File: config.mk
export PLATFORM = sky130hd
export DESIGN_NAME = ifu_fetch_flat
export DESIGN_NICKNAME = d
export VERILOG_FILES = /design/src/rtl/ifu_fetch_if.sv /design/src/rtl/ifu_fetch.sv /design/src/flat_wrapper.sv
export SDC_FILE = /design/constraint.sdc
export NUM_CORES = 1
export LEC_CHECK = 0
export CORE_MARGIN = 1
export CORE_UTILIZATION = 30
export CTS_CLUSTER_DIAMETER = 80
export DETAILED_ROUTE_END_ITERATION = 8
export PLACE_DENSITY_LB_ADDON = 0.05
export SYNTH_ARGS = -nofsm -noshare
export SYNTH_HDL_FRONTEND = slang
export SYNTH_SLANG_ARGS = --single-unit
File: constraint.sdc
create_clock -name clk_i -period 2.6 [get_ports clk_i]
set_clock_uncertainty 0.2 [all_clocks]
set_input_delay 0.52 -clock clk_i [delete_from_list [all_inputs] [get_ports clk_i]]
set_output_delay 0.52 -clock clk_i [all_outputs]
set_load 0.1 [all_outputs]
File: src/rtl/ifu_fetch_if.sv
// Fetch unit bus: instruction-memory request/grant/response channel, decode-side
// valid/ready channel with pre-sliced fields, and the redirect/halt controls from decode.
interface ifu_fetch_if;
    logic        imem_req_o;
    logic [31:0] imem_addr_o;
    logic        imem_gnt_i;
    logic        imem_rvalid_i;
    logic [31:0] imem_rdata_i;

    logic        inst_valid_o;
    logic        inst_ready_i;
    logic [31:0] inst_o;
    logic [31:0] pc_o;
    logic [6:0]  opcode_o;
    logic [2:0]  funct3_o;
    logic [6:0]  funct7_o;

    logic        redirect_i;
    logic [31:0] redirect_pc_i;
    logic        halt_i;

    modport master (
        output imem_req_o, imem_addr_o,
        input  imem_gnt_i, imem_rvalid_i, imem_rdata_i,
        output inst_valid_o, inst_o, pc_o, opcode_o, funct3_o, funct7_o,
        input  inst_ready_i,
        input  redirect_i, redirect_pc_i, halt_i
    );

    modport slave (
        input  imem_req_o, imem_addr_o,
        output imem_gnt_i, imem_rvalid_i, imem_rdata_i,
        input  inst_valid_o, inst_o, pc_o, opcode_o, funct3_o, funct7_o,
        output inst_ready_i,
        output redirect_i, redirect_pc_i, halt_i
    );
endinterface

File: src/rtl/ifu_fetch.sv
// Instruction fetch unit: owns the PC, keeps at most one word fetch in flight and
// hands each fetched instruction to decode over a valid/ready handshake.
module ifu_fetch #(
    parameter logic [31:0] RESET_PC = 32'h8000_0000
) (
    input  logic        clk_i,
    input  logic        rst_i,
    ifu_fetch_if.master bus
);

    // state  | meaning
    // S_REQ  | request presented at pc, waiting for grant
    // S_WAIT | fetch outstanding, waiting for response (dropped if kill set)
    // S_HOLD | instruction valid to decode, held until accepted
    // S_HALT | ebreak seen, no further fetches until reset
    typedef enum logic [1:0] {
        S_REQ  = 2'd0,
        S_WAIT = 2'd1,
        S_HOLD = 2'd2,
        S_HALT = 2'd3
    } state_t;

    state_t      state_q, state_d;
    logic [31:0] pc_q, pc_d;
    logic [31:0] inst_q, inst_d;
    logic        kill_q, kill_d;
    logic        req;
    logic        valid;
    logic [31:0] redirect_target;

    assign redirect_target = bus.redirect_pc_i & 32'hFFFF_FFFC;

    always_ff @(posedge clk_i) begin
        if (rst_i) begin
            state_q <= S_REQ;
            pc_q    <= RESET_PC;
            kill_q  <= 1'b0;
            inst_q  <= '0;
        end else begin
            state_q <= state_d;
            pc_q    <= pc_d;
            kill_q  <= kill_d;
            inst_q  <= inst_d;
        end
    end

    always_comb begin
        state_d = state_q;
        pc_d    = pc_q;
        kill_d  = kill_q;
        inst_d  = inst_q;
        req     = 1'b0;
        valid   = 1'b0;

        case (state_q)
            S_REQ: begin
                req = 1'b1;
                if (bus.redirect_i) begin
                    pc_d = redirect_target;
                    // A grant in the redirect cycle still leaves a fetch in flight for the old pc.
                    if (bus.imem_gnt_i) begin
                        kill_d  = 1'b1;
                        state_d = S_WAIT;
                    end
                end else if (bus.halt_i) begin
                    req     = 1'b0;
                    state_d = S_HALT;
                end else if (bus.imem_gnt_i) begin
                    state_d = S_WAIT;
                end
            end

            S_WAIT: begin
                if (bus.redirect_i) begin
                    pc_d = redirect_target;
                    if (bus.imem_rvalid_i) begin
                        kill_d  = 1'b0;
                        state_d = S_REQ;
                    end else begin
                        kill_d = 1'b1;
                    end
                end else if (bus.imem_rvalid_i) begin
                    if (kill_q) begin
                        kill_d  = 1'b0;
                        state_d = S_REQ;
                    end else begin
                        inst_d  = bus.imem_rdata_i;
                        state_d = S_HOLD;
                    end
                end
            end

            S_HOLD: begin
                valid = 1'b1;
                // Redirect wins over acceptance: the held instruction is on the wrong path.
                if (bus.redirect_i) begin
                    pc_d    = redirect_target;
                    state_d = S_REQ;
                end else if (bus.inst_ready_i) begin
                    pc_d    = pc_q + 32'd4;
                    state_d = S_REQ;
                end
            end

            S_HALT: begin
                state_d = S_HALT;
            end

            default: begin
                state_d = S_REQ;
            end
        endcase
    end

    assign bus.imem_req_o   = req & ~rst_i;
    assign bus.imem_addr_o  = pc_q;
    assign bus.inst_valid_o = valid & ~rst_i;
    assign bus.inst_o       = inst_q;
    assign bus.pc_o         = pc_q;
    assign bus.opcode_o     = inst_q[6:0];
    assign bus.funct3_o     = inst_q[14:12];
    assign bus.funct7_o     = inst_q[31:25];

endmodule

File: src/flat_wrapper.sv
// flat-port wrapper written by rule: the top's interface ports become plain ports
module ifu_fetch_flat 
#(
    parameter logic [31:0] RESET_PC = 32'h8000_0000
)
  (clk_i, rst_i, bus_imem_req_o, bus_imem_addr_o, bus_imem_gnt_i, bus_imem_rvalid_i, bus_imem_rdata_i, bus_inst_valid_o, bus_inst_o, bus_pc_o, bus_opcode_o, bus_funct3_o, bus_funct7_o, bus_inst_ready_i, bus_redirect_i, bus_redirect_pc_i, bus_halt_i);
  ifu_fetch_if bus_i ();
  input  logic clk_i;
  input  logic rst_i;
  output wire logic [$bits(bus_i.imem_req_o)-1:0] bus_imem_req_o;
  output wire logic [$bits(bus_i.imem_addr_o)-1:0] bus_imem_addr_o;
  input wire logic [$bits(bus_i.imem_gnt_i)-1:0] bus_imem_gnt_i;
  input wire logic [$bits(bus_i.imem_rvalid_i)-1:0] bus_imem_rvalid_i;
  input wire logic [$bits(bus_i.imem_rdata_i)-1:0] bus_imem_rdata_i;
  output wire logic [$bits(bus_i.inst_valid_o)-1:0] bus_inst_valid_o;
  output wire logic [$bits(bus_i.inst_o)-1:0] bus_inst_o;
  output wire logic [$bits(bus_i.pc_o)-1:0] bus_pc_o;
  output wire logic [$bits(bus_i.opcode_o)-1:0] bus_opcode_o;
  output wire logic [$bits(bus_i.funct3_o)-1:0] bus_funct3_o;
  output wire logic [$bits(bus_i.funct7_o)-1:0] bus_funct7_o;
  input wire logic [$bits(bus_i.inst_ready_i)-1:0] bus_inst_ready_i;
  input wire logic [$bits(bus_i.redirect_i)-1:0] bus_redirect_i;
  input wire logic [$bits(bus_i.redirect_pc_i)-1:0] bus_redirect_pc_i;
  input wire logic [$bits(bus_i.halt_i)-1:0] bus_halt_i;
  assign bus_imem_req_o = bus_i.imem_req_o;
  assign bus_imem_addr_o = bus_i.imem_addr_o;
  assign bus_i.imem_gnt_i = bus_imem_gnt_i;
  assign bus_i.imem_rvalid_i = bus_imem_rvalid_i;
  assign bus_i.imem_rdata_i = bus_imem_rdata_i;
  assign bus_inst_valid_o = bus_i.inst_valid_o;
  assign bus_inst_o = bus_i.inst_o;
  assign bus_pc_o = bus_i.pc_o;
  assign bus_opcode_o = bus_i.opcode_o;
  assign bus_funct3_o = bus_i.funct3_o;
  assign bus_funct7_o = bus_i.funct7_o;
  assign bus_i.inst_ready_i = bus_inst_ready_i;
  assign bus_i.redirect_i = bus_redirect_i;
  assign bus_i.redirect_pc_i = bus_redirect_pc_i;
  assign bus_i.halt_i = bus_halt_i;
  ifu_fetch #(.RESET_PC(RESET_PC)) u_core (.clk_i(clk_i), .rst_i(rst_i), .bus(bus_i));
endmodule
# Yosys cells after proc, flatten, opt, wreduce, memory -nomap -nowiden
# Cells that the tools add are included.
[op_classes]
n_eq_ne = 9
mux = 24
n_reduce_logical = 8
add_sub_neg = 1
bitwise_logic = 5
[ops]
columns = ["op", "n"]
rows = [
  ["$mux W32", 3],
  ["$pmux W32 S2", 1],
  ["$add A32 B3 Y32 const B", 1],
  ["$mux W2", 9],
  ["$mux W1", 9],
  ["$pmux W2 S4", 1],
  ["$reduce_and A4 Y1", 2],
  ["$ne A2 B2 Y1 const B", 3],
  ["$ne A3 B3 Y1 const B", 2],
  ["$eq A2 B2 Y1 const B", 2],
  ["$reduce_bool A2 Y1", 2],
  ["$not A1 Y1", 3],
  ["$reduce_and A3 Y1", 1],
  ["$and A1 B1 Y1", 2],
  ["$eq A2 B1 Y1 const B", 1],
  ["$logic_not A2 Y1", 1],
  ["$ne A2 B1 Y1 const B", 1],
  ["$pmux W1 S2", 1],
  ["$reduce_and A2 Y1", 1],
  ["$reduce_or A2 Y1", 1],
]
[totals]
word_cells = 51
input_bits = 71
output_inout_bits = 115
ff_bits = 67

# Longest topological paths before layout
# Gate-level depths: netlist of run 1.
[logic_depth]
ltp_word = 4
mapped_depth = 7
depth_no_buf = 6

# Worst setup path before layout of run 1
# OpenSTA, ideal clock, no wires.
[synth_path]
path_type = "input-to-output"
from = "in rst_i"
to = "out bus_imem_req_o"
arrival_ps = 3591
cell_stages = 2
path_slack_ps = -1711
n_path_buf = 1
t_required_ps = 1880
path_cell_list = "clkbuf_1 > nor4_1"
[synth_between]
elab_chain_len = 2
[synth_rtl]
columns = ["element", "line", "rtl"]
rows = [
  ["from (decl)", "flat_wrapper.sv:9", "input logic rst_i;"],
  ["$not A1 Y1", "ifu_fetch.sv:115", "assign bus.imem_req_o = req & ~rst_i;"],
  ["$and A1 B1 Y1", "ifu_fetch.sv:115", ""],
  ["to (decl)", "flat_wrapper.sv:10", "output wire logic [$bits(bus_i.imem_req_o)-1:0] bus_imem_req_o;"],
]
# Every way passes these cells.

# Worst setup path in the final report of run 1
[layout_path]
from = "in bus_redirect_i"
to = "out bus_imem_req_o"
[layout_between]
elab_chain_len = 3
[layout_rtl]
columns = ["element", "line", "rtl"]
rows = [
  ["from (decl)", "flat_wrapper.sv:22", "input wire logic [$bits(bus_i.redirect_i)-1:0] bus_redirect_i;"],
  ["$mux W1", "ifu_fetch.sv:58", "if (bus.redirect_i) begin"],
  ["$mux W1", "ifu_fetch.sv:55", "case (state_q)"],
  ["$and A1 B1 Y1", "ifu_fetch.sv:115", ""],
]
# Every way passes these cells.

==> summary.md, run 1 <==
| Metric | Value |
|---|---|
| Status | finished, violations left |
| Failing checks | design-rule violations |
| Hold Crit Class | flip-flop to flip-flop |
| Finished Layout Cells | 759 |
| Clock-pin slew on the worst setup and hold paths | 0.05 ns |
| Setup TNS | 0 ns |
| Cells along the critical path | clkdlybuf4s50_1 > buf_4 > nor2b_1 > nor4_4 > buf_12 |
| CTS buffer count | 9 |
| Lkg Pwr | 2.19 nW |
| Total GRT Usage | 18.3% |
| Area delta synth->final | 46.4% |
| Async set or reset register ratio after synthesis | 0% |
| Post-synthesis sequential area ratio | roughly 36% |
| Commonest non-fill, non-tap cells in the layout | buf_4 (126), nand2_1 (85), clkdlybuf4s50_1 (67) |
| Post-CTS setup buffer count | 0 |
| Synth Area in Simple Gates | between 20% and 30% |
| Actual slew at the worst max-slew pin | ~0.54 ns |
| Fin. Hold Viols | 0 |
| Synth Cell Area | between 3000 and 4000 um^2 |
| Reg2Reg Setup Slack | between 0.4 and 0.5 ns |
| Commonest non-fill, non-tap cell in the layout | buf_4 |
| Worst setup path endpoint | bus_imem_req_o |
| Number of remaining DRC errors | 13 |
| Dpl hpwl | 8.23 mm |
| First-pass GRT wire length | 18.0 mm |
| Pwr Density | 697 nW/um^2 |
| CP top delay family | buffers and inverters |
| Inserted Diodes | 0 |
| Synth warn | 0 |
| Placeable Area | 11600 um^2 |
| I/O pins | roughly 190 |
| Die area | 12600 um^2 |
| I/O Buffers | 179 |
| R2R depth | 5 |
| Predominant post-synthesis flop cell | dfxtp_1 |
| CTS sink cnt | 65 |
| Rows | 39 |
| Worst-Skew Late Latency | 0.34 ns |
| Maximum number of pins on one net before global-route repair | 42 |
| CP endpoint kind | primary output |
| Finished Cell Area | about 5300 um^2 |
| H-tree depth | 3 |
| Post-synth EDFFs | 0 |
| XOR/XNOR Fraction of Synth Area | 0% |
| F_max | 426 MHz |
| # Max-Cap Violations | 0 |
| Met3 Wirelength | 661 um |
| Grt ovf | 0 |
| Initial core utilization | 31.3% |
| CP peak stage delay | 0.48 ns |
| Startpoint types | primary input |
| Clock Tree Root | clkbuf_16 |
| Antenna Violating Nets Remaining | 0 |
| Netlist cell types | 57 |
| R2r endpoint | u_core.bus.imem_addr_o[29] |
| Met2 wire len | around 5.3 mm |
| Final period utilization | roughly nine tenths |
| Post-CTS Hold Fix Bufs | 0 |
| Cells after synthesis | 482 |
| Data arrival, critical path | 1.63 ns |
| Initial antenna violation count | 0 |
| Crit path from | bus_redirect_i |
| Crit path kind | primary input to primary output |
| TritonCTS clock tree | built |
| DR iter-0 viols | 208 |
| M1 WL | between 5 and 6 mm |
| Final Power | 3.72 mW |
| RSZ-0062 raised after global routing | no |
| Top sig layer | met4 |
| Fin crit period | between 2 and 2.5 ns |
| Reg2reg start | u_core.bus.imem_addr_o[13] |
| Post-Place Cells | 744 |
| Largest family of logic cells by synthesized area | simple AND/OR/NAND/NOR gates |
| Final-report setup violation count | 0 |
| Vias per cell | 5.06 |
| Die height | 112 um |
| Critical path depth | 5 |
| CP max FO | 6 |
| Maximum VDD drop | 0.537 mV |
| GP Congestion | ~0.80 |
| # resized after CTS | 0 |
| Via Count | 3842 |
| #FFs+latches synth | 65 |
| Max stage delay cell, worst path | clkdlybuf4s50_1 |
| Placed Area | 5040 um^2 |
| Die W | 112 um |
| Max Root-Sink Buffers | 2 |
| Wire length per cell | 15.2 um |
| Drt pass-1 iters | 8 |
| Mux share of post-synthesis cell area | less than 1% |
| Syn Area/Cell | 7.55 um^2 |
| Worst path bufs/invs | 3 |
| Final WL | 11.5 mm |
| Synth Area in Compound Gates | 20.6% |
| Nets@finish | 684 |
| Final hold slack | 0.252 ns |
| Critical path required time | 1.88 ns |
| Number of max-slew violations in the final report | 0 |
| Adder-cell share of the synthesized area | 0.344% |
| Slew HR | 63.6% |
| Vias in the first global route | 3494 |
| Share of cells above drive strength 1 | approximately a quarter |
[through the flow]
| step | util, % | setup WS (ns) |
|---|---|---|
| after floorplan | - | -0.0522 |
| after detailed placement | 43.4 | 0.0592 |
| final | 45.9 | 0.254 |
| after CTS | 45.9 | 0.244 |
| after global placement | 43.4 | 0.0495 |
| after global routing | 45.9 | 0.201 |
[worst min-delay path by stage]
stage,start,endpoint,depth (start not counted)
after global routing,u_core.bus.inst_o[19],u_core.bus.inst_o[19],2
final,u_core.bus.inst_o[19],u_core.bus.inst_o[19],2
after CTS,u_core.bus.inst_o[23],u_core.bus.inst_o[23],2
after global placement,u_core.bus.inst_o[24],u_core.bus.inst_o[24],2
after floorplan,u_core.kill_q,u_core.kill_q,2
after detailed placement,u_core.bus.inst_o[23],u_core.bus.inst_o[23],2
[cells by family after synthesis]
kind of cell	after synthesis
AO/OA/AOI/OAI	120
AND/OR/NAND/NOR	208
multiplexers	2
other	1
flip-flops	65
adder cells (fa/ha/maj)	1
buffers and inverters	85
[flip-flops by register name, indices dropped and copies added, names as in the netlist]
| name | flops |
|---|---|
| u_core.bus.inst_o | 32 |
| u_core.state_q | 2 |
| u_core.bus.imem_addr_o | 30 |
| u_core.kill_q | 1 |
[cells in the mapped netlist (all sizes together) (6+ instances only)]
cell type	count	share of area, %
nand2	85	8.8
nor3	15	2.3
nand4	14	2.4
buf	69	13
and3	9	1.5
nand3	15	2.2
dfxtp	65	36
clkbuf	14	1.5
a21oi	55	7.7
nor4	8	2.0
o21ai	14	1.9
a31oi	6	1.0
nor2	42	4.4
a21o	6	1.2
a211oi	10	2.1
[routing by layer]
metal,vias up,track usage [%]
met3,9,5.45
met2,114,30.0
li1,1905,-
met4,0,5.60
met1,1814,23.1
met5,-,0
[tightest hold or removal path, stage by stage, from the launching register on]
cell and delay (ns):
dfxtp_1 0.30, nand2_1 0.05, a21oi_1 0.05
[power breakdown]
part	total, mW	switching [mW]	leakage, nW	internal [mW]
combinational	1.38	1.04	1.52	0.342
clock	1.19	0.457	0.137	0.730
sequential	1.15	0.0884	0.533	1.06
total	3.71	1.58	2.19	2.13
[layout make-up]
type,instances,area [um^2]
Fill cell,1192,6290
Multi-Input combinational cell,335,1830
Timing Repair Buffer,199,1720
Sequential cell,65,1310
Clock buffer,9,225
Tap cell,143,179
Clock inverter,6,60.1
Inverter,2,7.51
Note: power is estimated with default switching activity, not from simulation.
==> run 2: changes to the inputs <==
SLEW_MARGIN = 20   (was default)
==> results of run 2 <==
Same layout as run 1: the final DEF is identical, and so are final timing and power.
